--- config.mk ---
export PLATFORM = sky130hd
export DESIGN_NAME = opb_gpio_irq_flat
export DESIGN_NICKNAME = d
export VERILOG_FILES = /design/src/rtl/gpio_pkg.sv /design/src/rtl/opb_gpio_irq_if.sv /design/src/rtl/gpio_debounce.sv /design/src/rtl/opb_gpio_irq.sv /design/src/flat_wrapper.sv
export SDC_FILE = /design/constraint.sdc
export NUM_CORES = 1
export LEC_CHECK = 0
export ABC_CLOCK_PERIOD_IN_PS = 12900
export CAP_MARGIN = 20
export CORE_MARGIN = 4
export CORE_UTILIZATION = 60
export CTS_CLUSTER_SIZE = 25
export DETAILED_ROUTE_END_ITERATION = 7
export PLACE_DENSITY = 0.85
export SYNTH_ARGS = -nofsm -noshare
export SYNTH_HDL_FRONTEND = slang
export SYNTH_SLANG_ARGS = --single-unit
--- constraint.sdc ---
create_clock -name OPB_CLK -period 12.9 [get_ports OPB_CLK]
set_input_delay 2.58 -clock OPB_CLK [delete_from_list [all_inputs] [get_ports OPB_CLK]]
set_output_delay 2.58 -clock OPB_CLK [all_outputs]
set_load 0.005 [all_outputs]
--- src/rtl/gpio_pkg.sv ---
// Shared constants for the OPB GPIO block with edge interrupts.
// Register addresses, default parameter values and the counter width helper.
package gpio_pkg;

   localparam logic [3:0] A_IN_RAW  = 4'd0;
   localparam logic [3:0] A_IN_DEB  = 4'd1;
   localparam logic [3:0] A_OUT     = 4'd2;
   localparam logic [3:0] A_OUT_SET = 4'd3;
   localparam logic [3:0] A_OUT_CLR = 4'd4;
   localparam logic [3:0] A_IRQ_STS = 4'd5;
   localparam logic [3:0] A_RISE_EN = 4'd6;
   localparam logic [3:0] A_FALL_EN = 4'd7;

   localparam int N_IN_DEF  = 19;
   localparam int N_OUT_DEF = 8;
   localparam int SYNC_DEF  = 2;
   localparam int DEB_DEF   = 16;

   // ceil(log2(cycles)), at least one bit
   function automatic int deb_cnt_w(input int cycles);
      int w;
      w = 0;
      for (int i = 0; i < 17; i++)
         if ((1 << w) < cycles)
            w = w + 1;
      return (w < 1) ? 1 : w;
   endfunction

endpackage

--- src/rtl/opb_gpio_irq_if.sv ---
// OPB register access bundle: address, write data, strobes and read data.
// The bus master drives the strobes; the GPIO block returns registered data.
interface opb_gpio_irq_if;

   logic [31:0] OPB_ADDR;
   logic [31:0] OPB_DI;
   logic [31:0] OPB_DO;
   logic        GPIO_RE;
   logic        GPIO_WE;

   modport master (
      output OPB_ADDR, OPB_DI, GPIO_RE, GPIO_WE,
      input  OPB_DO
   );

   modport slave (
      input  OPB_ADDR, OPB_DI, GPIO_RE, GPIO_WE,
      output OPB_DO
   );

endinterface

--- src/rtl/gpio_debounce.sv ---
// One input bit: synchroniser chain followed by a stability-window debouncer.
// deb only follows sync once they have disagreed for DEB_CYCLES clocks in a row.
module gpio_debounce
   import gpio_pkg::*;
#(
   parameter int SYNC_STAGES = SYNC_DEF,
   parameter int DEB_CYCLES  = DEB_DEF
) (
   input  logic clk_i,
   input  logic rst_i,
   input  logic din_i,
   output logic sync_o,
   output logic deb_o
);

   localparam int CW = deb_cnt_w(DEB_CYCLES);
   localparam logic [CW-1:0] CNT_MAX = CW'(DEB_CYCLES - 1);

   logic [SYNC_STAGES-1:0] sync_q, sync_d;
   logic                   deb_q, deb_d;
   logic [CW-1:0]          cnt_q, cnt_d;
   logic                   sync_s;

   assign sync_s = sync_q[SYNC_STAGES-1];

   always_comb begin
      sync_d = {sync_q[SYNC_STAGES-2:0], din_i};
      deb_d  = deb_q;
      cnt_d  = '0;
      if (sync_s != deb_q) begin
         if (cnt_q == CNT_MAX)
            deb_d = sync_s;
         else
            cnt_d = cnt_q + CW'(1);
      end
   end

   always_ff @(posedge clk_i or posedge rst_i) begin
      if (rst_i) begin
         sync_q <= '0;
         deb_q  <= 1'b0;
         cnt_q  <= '0;
      end else begin
         sync_q <= sync_d;
         deb_q  <= deb_d;
         cnt_q  <= cnt_d;
      end
   end

   assign sync_o = sync_s;
   assign deb_o  = deb_q;

endmodule

--- src/rtl/opb_gpio_irq.sv ---
// OPB-attached GPIO: debounced inputs with edge interrupts, set/clear outputs.
// Status is set from the registered deb edge, so a set beats a same-cycle W1C.
module opb_gpio_irq
   import gpio_pkg::*;
#(
   parameter int N_IN        = N_IN_DEF,
   parameter int N_OUT       = N_OUT_DEF,
   parameter int SYNC_STAGES = SYNC_DEF,
   parameter int DEB_CYCLES  = DEB_DEF
) (
   input  logic             OPB_CLK,
   input  logic             OPB_RST,
   opb_gpio_irq_if.slave    bus,
   input  logic [N_IN-1:0]  GPIO_IN,
   output logic [N_OUT-1:0] GPIO_OUT,
   output logic             GPIO_IRQ
);

   logic [N_IN-1:0]  sync, deb;
   logic [N_IN-1:0]  deb_prev_q;
   logic [N_IN-1:0]  sts_q, sts_d;
   logic [N_IN-1:0]  ren_q, ren_d;
   logic [N_IN-1:0]  fen_q, fen_d;
   logic [N_IN-1:0]  w1c, set_ev;
   logic [N_OUT-1:0] out_q, out_d;
   logic [31:0]      do_q, do_d, rdata;
   logic             irq_q;
   logic [3:0]       addr;
   logic             unused_bits;

   assign addr        = bus.OPB_ADDR[3:0];
   assign unused_bits = ^{bus.OPB_ADDR[31:4], bus.OPB_DI};

   for (genvar i = 0; i < N_IN; i++) begin : g_in
      gpio_debounce #(
         .SYNC_STAGES (SYNC_STAGES),
         .DEB_CYCLES  (DEB_CYCLES)
      ) u_deb (
         .clk_i  (OPB_CLK),
         .rst_i  (OPB_RST),
         .din_i  (GPIO_IN[i]),
         .sync_o (sync[i]),
         .deb_o  (deb[i])
      );
   end

   always_comb begin
      rdata = '0;
      case (addr)
         A_IN_RAW:  rdata[N_IN-1:0]  = sync;
         A_IN_DEB:  rdata[N_IN-1:0]  = deb;
         A_OUT:     rdata[N_OUT-1:0] = out_q;
         A_IRQ_STS: rdata[N_IN-1:0]  = sts_q;
         A_RISE_EN: rdata[N_IN-1:0]  = ren_q;
         A_FALL_EN: rdata[N_IN-1:0]  = fen_q;
         default:   rdata = '0;
      endcase
      do_d = bus.GPIO_RE ? rdata : '0;
   end

   always_comb begin
      out_d = out_q;
      ren_d = ren_q;
      fen_d = fen_q;
      w1c   = '0;
      if (bus.GPIO_WE) begin
         case (addr)
            A_OUT:     out_d = bus.OPB_DI[N_OUT-1:0];
            A_OUT_SET: out_d = out_q | bus.OPB_DI[N_OUT-1:0];
            A_OUT_CLR: out_d = out_q & ~bus.OPB_DI[N_OUT-1:0];
            A_IRQ_STS: w1c   = bus.OPB_DI[N_IN-1:0];
            A_RISE_EN: ren_d = bus.OPB_DI[N_IN-1:0];
            A_FALL_EN: fen_d = bus.OPB_DI[N_IN-1:0];
            default:   ;
         endcase
      end
      set_ev = (deb & ~deb_prev_q & ren_q) | (~deb & deb_prev_q & fen_q);
      sts_d  = (sts_q & ~w1c) | set_ev;
   end

   always_ff @(posedge OPB_CLK or posedge OPB_RST) begin
      if (OPB_RST) begin
         deb_prev_q <= '0;
         sts_q      <= '0;
         ren_q      <= '0;
         fen_q      <= '0;
         out_q      <= '0;
         do_q       <= '0;
         irq_q      <= 1'b0;
      end else begin
         deb_prev_q <= deb;
         sts_q      <= sts_d;
         ren_q      <= ren_d;
         fen_q      <= fen_d;
         out_q      <= out_d;
         do_q       <= do_d;
         irq_q      <= |sts_q;
      end
   end

   assign bus.OPB_DO = do_q;
   assign GPIO_OUT   = out_q;
   assign GPIO_IRQ   = irq_q;

endmodule

--- src/flat_wrapper.sv ---
// flat-port wrapper written by rule: the top's interface ports become plain ports
module opb_gpio_irq_flat import gpio_pkg::*;
#(
   parameter int N_IN        = N_IN_DEF,
   parameter int N_OUT       = N_OUT_DEF,
   parameter int SYNC_STAGES = SYNC_DEF,
   parameter int DEB_CYCLES  = DEB_DEF
)
  (OPB_CLK, OPB_RST, GPIO_IN, GPIO_OUT, GPIO_IRQ, bus_OPB_ADDR, bus_OPB_DI, bus_GPIO_RE, bus_GPIO_WE, bus_OPB_DO);
  opb_gpio_irq_if bus_i ();
  input  logic OPB_CLK;
  input  logic OPB_RST;
  input  logic [N_IN-1:0] GPIO_IN;
  output logic [N_OUT-1:0] GPIO_OUT;
  output logic GPIO_IRQ;
  input wire logic [$bits(bus_i.OPB_ADDR)-1:0] bus_OPB_ADDR;
  input wire logic [$bits(bus_i.OPB_DI)-1:0] bus_OPB_DI;
  input wire logic [$bits(bus_i.GPIO_RE)-1:0] bus_GPIO_RE;
  input wire logic [$bits(bus_i.GPIO_WE)-1:0] bus_GPIO_WE;
  output wire logic [$bits(bus_i.OPB_DO)-1:0] bus_OPB_DO;
  assign bus_i.OPB_ADDR = bus_OPB_ADDR;
  assign bus_i.OPB_DI = bus_OPB_DI;
  assign bus_i.GPIO_RE = bus_GPIO_RE;
  assign bus_i.GPIO_WE = bus_GPIO_WE;
  assign bus_OPB_DO = bus_i.OPB_DO;
  opb_gpio_irq #(.N_IN(N_IN), .N_OUT(N_OUT), .SYNC_STAGES(SYNC_STAGES), .DEB_CYCLES(DEB_CYCLES)) u_core (.OPB_CLK(OPB_CLK), .OPB_RST(OPB_RST), .bus(bus_i), .GPIO_IN(GPIO_IN), .GPIO_OUT(GPIO_OUT), .GPIO_IRQ(GPIO_IRQ));
endmodule
==> results.sh <==
export IMPL_netlist_top_cells_area="dfrtp_1, mux2_2, xnor2_1, a21oi_1, ha_1"
export IMPL_postPlaceCellArea_um2=11250
export IMPL_ys_warn_count=0
export IMPL_finClkSkew_ns=0.008760
export IMPL_yosysMostFrequentCell="dfrtp_1"
export IMPL_grt_pass1_wl_mm=35.50
export IMPL_grt_pass1_vias=7039
export IMPL_ioPinCount=128
export IMPL_status="complete, no violations"
export IMPL_clkLatencyLatePin_ns=0.51
export IMPL_synth_top_area_share_pct=56.95
export IMPL_ctsResizeCount=0
export IMPL_syn_avg_cell_area_um2=11.86
export IMPL_max_freq_mhz=201.1
export IMPL_ant_nets=0
export IMPL_cts_hold_buffers=0
export IMPL_tightest_slew_ns=1.156
export IMPL_hp_class="flop to flop"
export IMPL_chipHeight_um=139.7
export IMPL_design_core_area_um2=16820
export IMPL_root_buffer="clkbuf_16"
export IMPL_clock_path_buffers=3
export IMPL_rows=47
export IMPL_crit_path_end_kind="flop"
export IMPL_die_area_um2=19530
export IMPL_maxSlewHeadroom_pct=22.78
export IMPL_hpwl_mm=13.39
export IMPL_drtPass1Iterations=4
export IMPL_drtIter0Drc=440
export IMPL_worst_slack_ns=7.927
export IMPL_ir_drop_mv=0.1102
export IMPL_p_per_area_nw_per_um2=145.6
export IMPL_synth_main_ff_cell="dfrtp_1"
export IMPL_gp_congestion=0.8410
export IMPL_initial_core_util_pct=61.92
export IMPL_final_util_pct=71.50
export IMPL_critPathLaunchType="input port"
export IMPL_cts_tree="built"
export IMPL_worst_ep_required_time_ns=13.29
export IMPL_dp_worst_setup_slack_ns=7.498
export IMPL_io_buffers=73
export IMPL_setup_viol=0
export IMPL_wl_per_cell_um=18.13
export IMPL_netlist_area_um2=10410
export IMPL_layout_drive_gt1_share_pct=13.06
export IMPL_postSynth_asyncResetShare_pct=100.0
export IMPL_track_usage_pct=21.97
export IMPL_period_minus_slack_ns=4.973
export IMPL_via_per_inst=5.881
export IMPL_final_nets=1055
export IMPL_cts_buffers=25
export IMPL_final_area_um2=12030
export IMPL_drt_total_wl_mm=21.48
export IMPL_grt_ovfl_total=0
export IMPL_synth_edff_count=0
export IMPL_synth_top_cell_by_area="dfrtp_1"
export IMPL_slew_viol_final=0
export IMPL_syn_inst=878
export IMPL_cp_max_fo=21
export IMPL_die_w_um=139.7
export IMPL_seq_area_frac_synth_pct=56.95
export IMPL_worstPathArrival_ns=5.36
export IMPL_clk_pin_slew_worst_paths_ns=0.06
export IMPL_num_antenna_cells=0
export IMPL_drc=0
export IMPL_p_leak_uw=0.005157
export IMPL_crit_type="input port to flop"
export IMPL_cap_violations=0
export IMPL_hold_slack_ns=0.3464
export IMPL_area_growth_syn_to_layout_pct=15.48
export IMPL_period_share_pct=38.55
export IMPL_vias=6969
export IMPL_rsz0062_at_grt="no"
export IMPL_grt_max_degree=115
export IMPL_synth_seq_cells=237
export IMPL_htree_levels=1
export IMPL_cts_sinks=237
export IMPL_ys_types=46
export IMPL_post_cts_buffers=0
export IMPL_antenna_found_initial=0
export IMPL_synth_common_cells="dfrtp_1, mux2_2, a21oi_1, inv_1, nand2_1"
export IMPL_hold_violations=0
export IMPL_finalSetupTns_ns=0
## power breakdown
group / switching, µW / leakage (µW) / internal [µW]
Clock: 269 / 0.000378 / 411
Sequential: 63.4 / 0.00304 / 815
Combinational: 90.2 / 0.00173 / 102
Total: 423 / 0.00516 / 1330
## critical path, cell delays in order
cell	delay, ns
clkdlybuf4s50_1	0.77
nand3b_4	0.55
nor3b_2	0.71
buf_4	0.37
mux2_2	0.37
## flip-flops by register name, summed over array words and instances, names as in the netlist
register,count
u_core.GPIO_IRQ,1
u_core.GPIO_OUT,8
u_core.bus.OPB_DO,19
u_core.deb_prev_q,19
u_core.fen_q,19
u_core.g_in.u_deb.cnt_q,76
u_core.g_in.u_deb.deb_o,19
u_core.g_in.u_deb.sync_q,38
u_core.ren_q,19
u_core.sts_q,19
## final timing paths
path	from	cells after the start	endpoint	slack (ns)
hold reg to reg	u_core.g_in[8].u_deb.sync_q[0]	0	u_core.g_in[8].u_deb.sync_q[1]	0.35
setup reg to reg	u_core.sts_q[14]	3	u_core.GPIO_IRQ	11.22
min in group asynchronous	OPB_RST	2	u_core.g_in[2].u_deb.cnt_q[2]	2.64
max in group asynchronous	OPB_RST	4	u_core.fen_q[0]	8.17
setup / recovery	bus_OPB_ADDR[3]	5	u_core.ren_q[13]	7.93
hold / removal	u_core.g_in[8].u_deb.sync_q[0]	0	u_core.g_in[8].u_deb.sync_q[1]	0.35
## layout make-up
cell class	count	area, µm²
Tap cell	220	275.3
Sequential cell	237	5931
Clock buffer	42	749.5
Timing Repair Buffer	80	773.2
Inverter	47	183.9
Clock inverter	1	30.03
Fill cell	1154	4793
Multi-Input combinational cell	558	4083
## layer usage
metal  vias to the layer above  GRT usage [%]  part of all wire, %
met5                         -              0                    0
met4                         0          7.037                  3.0
met3                        54          3.499                  5.7
met2                       210          35.78                   48
met1                      3453          30.64                   44
li1                       3252              -                    -
## per-stage QoR
| step | power (µW) | std cells |
|---|---|---|
| 3_5_place_dp | 1079 | 1142 |
| 2_1_floorplan | 1004 | 890 |
| 4_1_cts | 1763 | 1185 |
| 6_report | 1750 | 1185 |
| 5_1_grt | 1826 | 1185 |
| 3_3_place_gp | 1069 | 1142 |
## layout by cell type (no fill, tap or decap), drive strengths merged, types with 8 or more instances in the layout
cell type | netlist | routed
and3b | 22 | 22
nor2b | 21 | 21
o31ai | 19 | 19
inv | 47 | 47
ha | 19 | 19
xnor2 | 38 | 38
nand3b | 21 | 21
o221ai | 8 | 8
mux2 | 57 | 57
dfrtp | 237 | 237
conb | 1 | 13
a21oi | 51 | 51
o211ai | 19 | 19
clkbuf | 14 | 42
a31oi | 11 | 11
clkdlybuf4s50 | 0 | 71
o21ai | 41 | 41
nand3 | 29 | 29
and3 | 11 | 11
mux2i | 10 | 10
buf | 34 | 9
nand2 | 47 | 47
nor2 | 26 | 26
nand4b | 20 | 20
or3b | 12 | 12
nor3b | 31 | 31
## kinds of logic after synthesis
family,synth area share (%)
other cells,0.03601
compound gates,10.09
xor+xnor,3.196
fa+ha+maj,2.283
flops,56.95
buf+inv,4.385
simple gates,15.93
mux,7.125
Note: power is estimated with default switching activity, not from simulation.
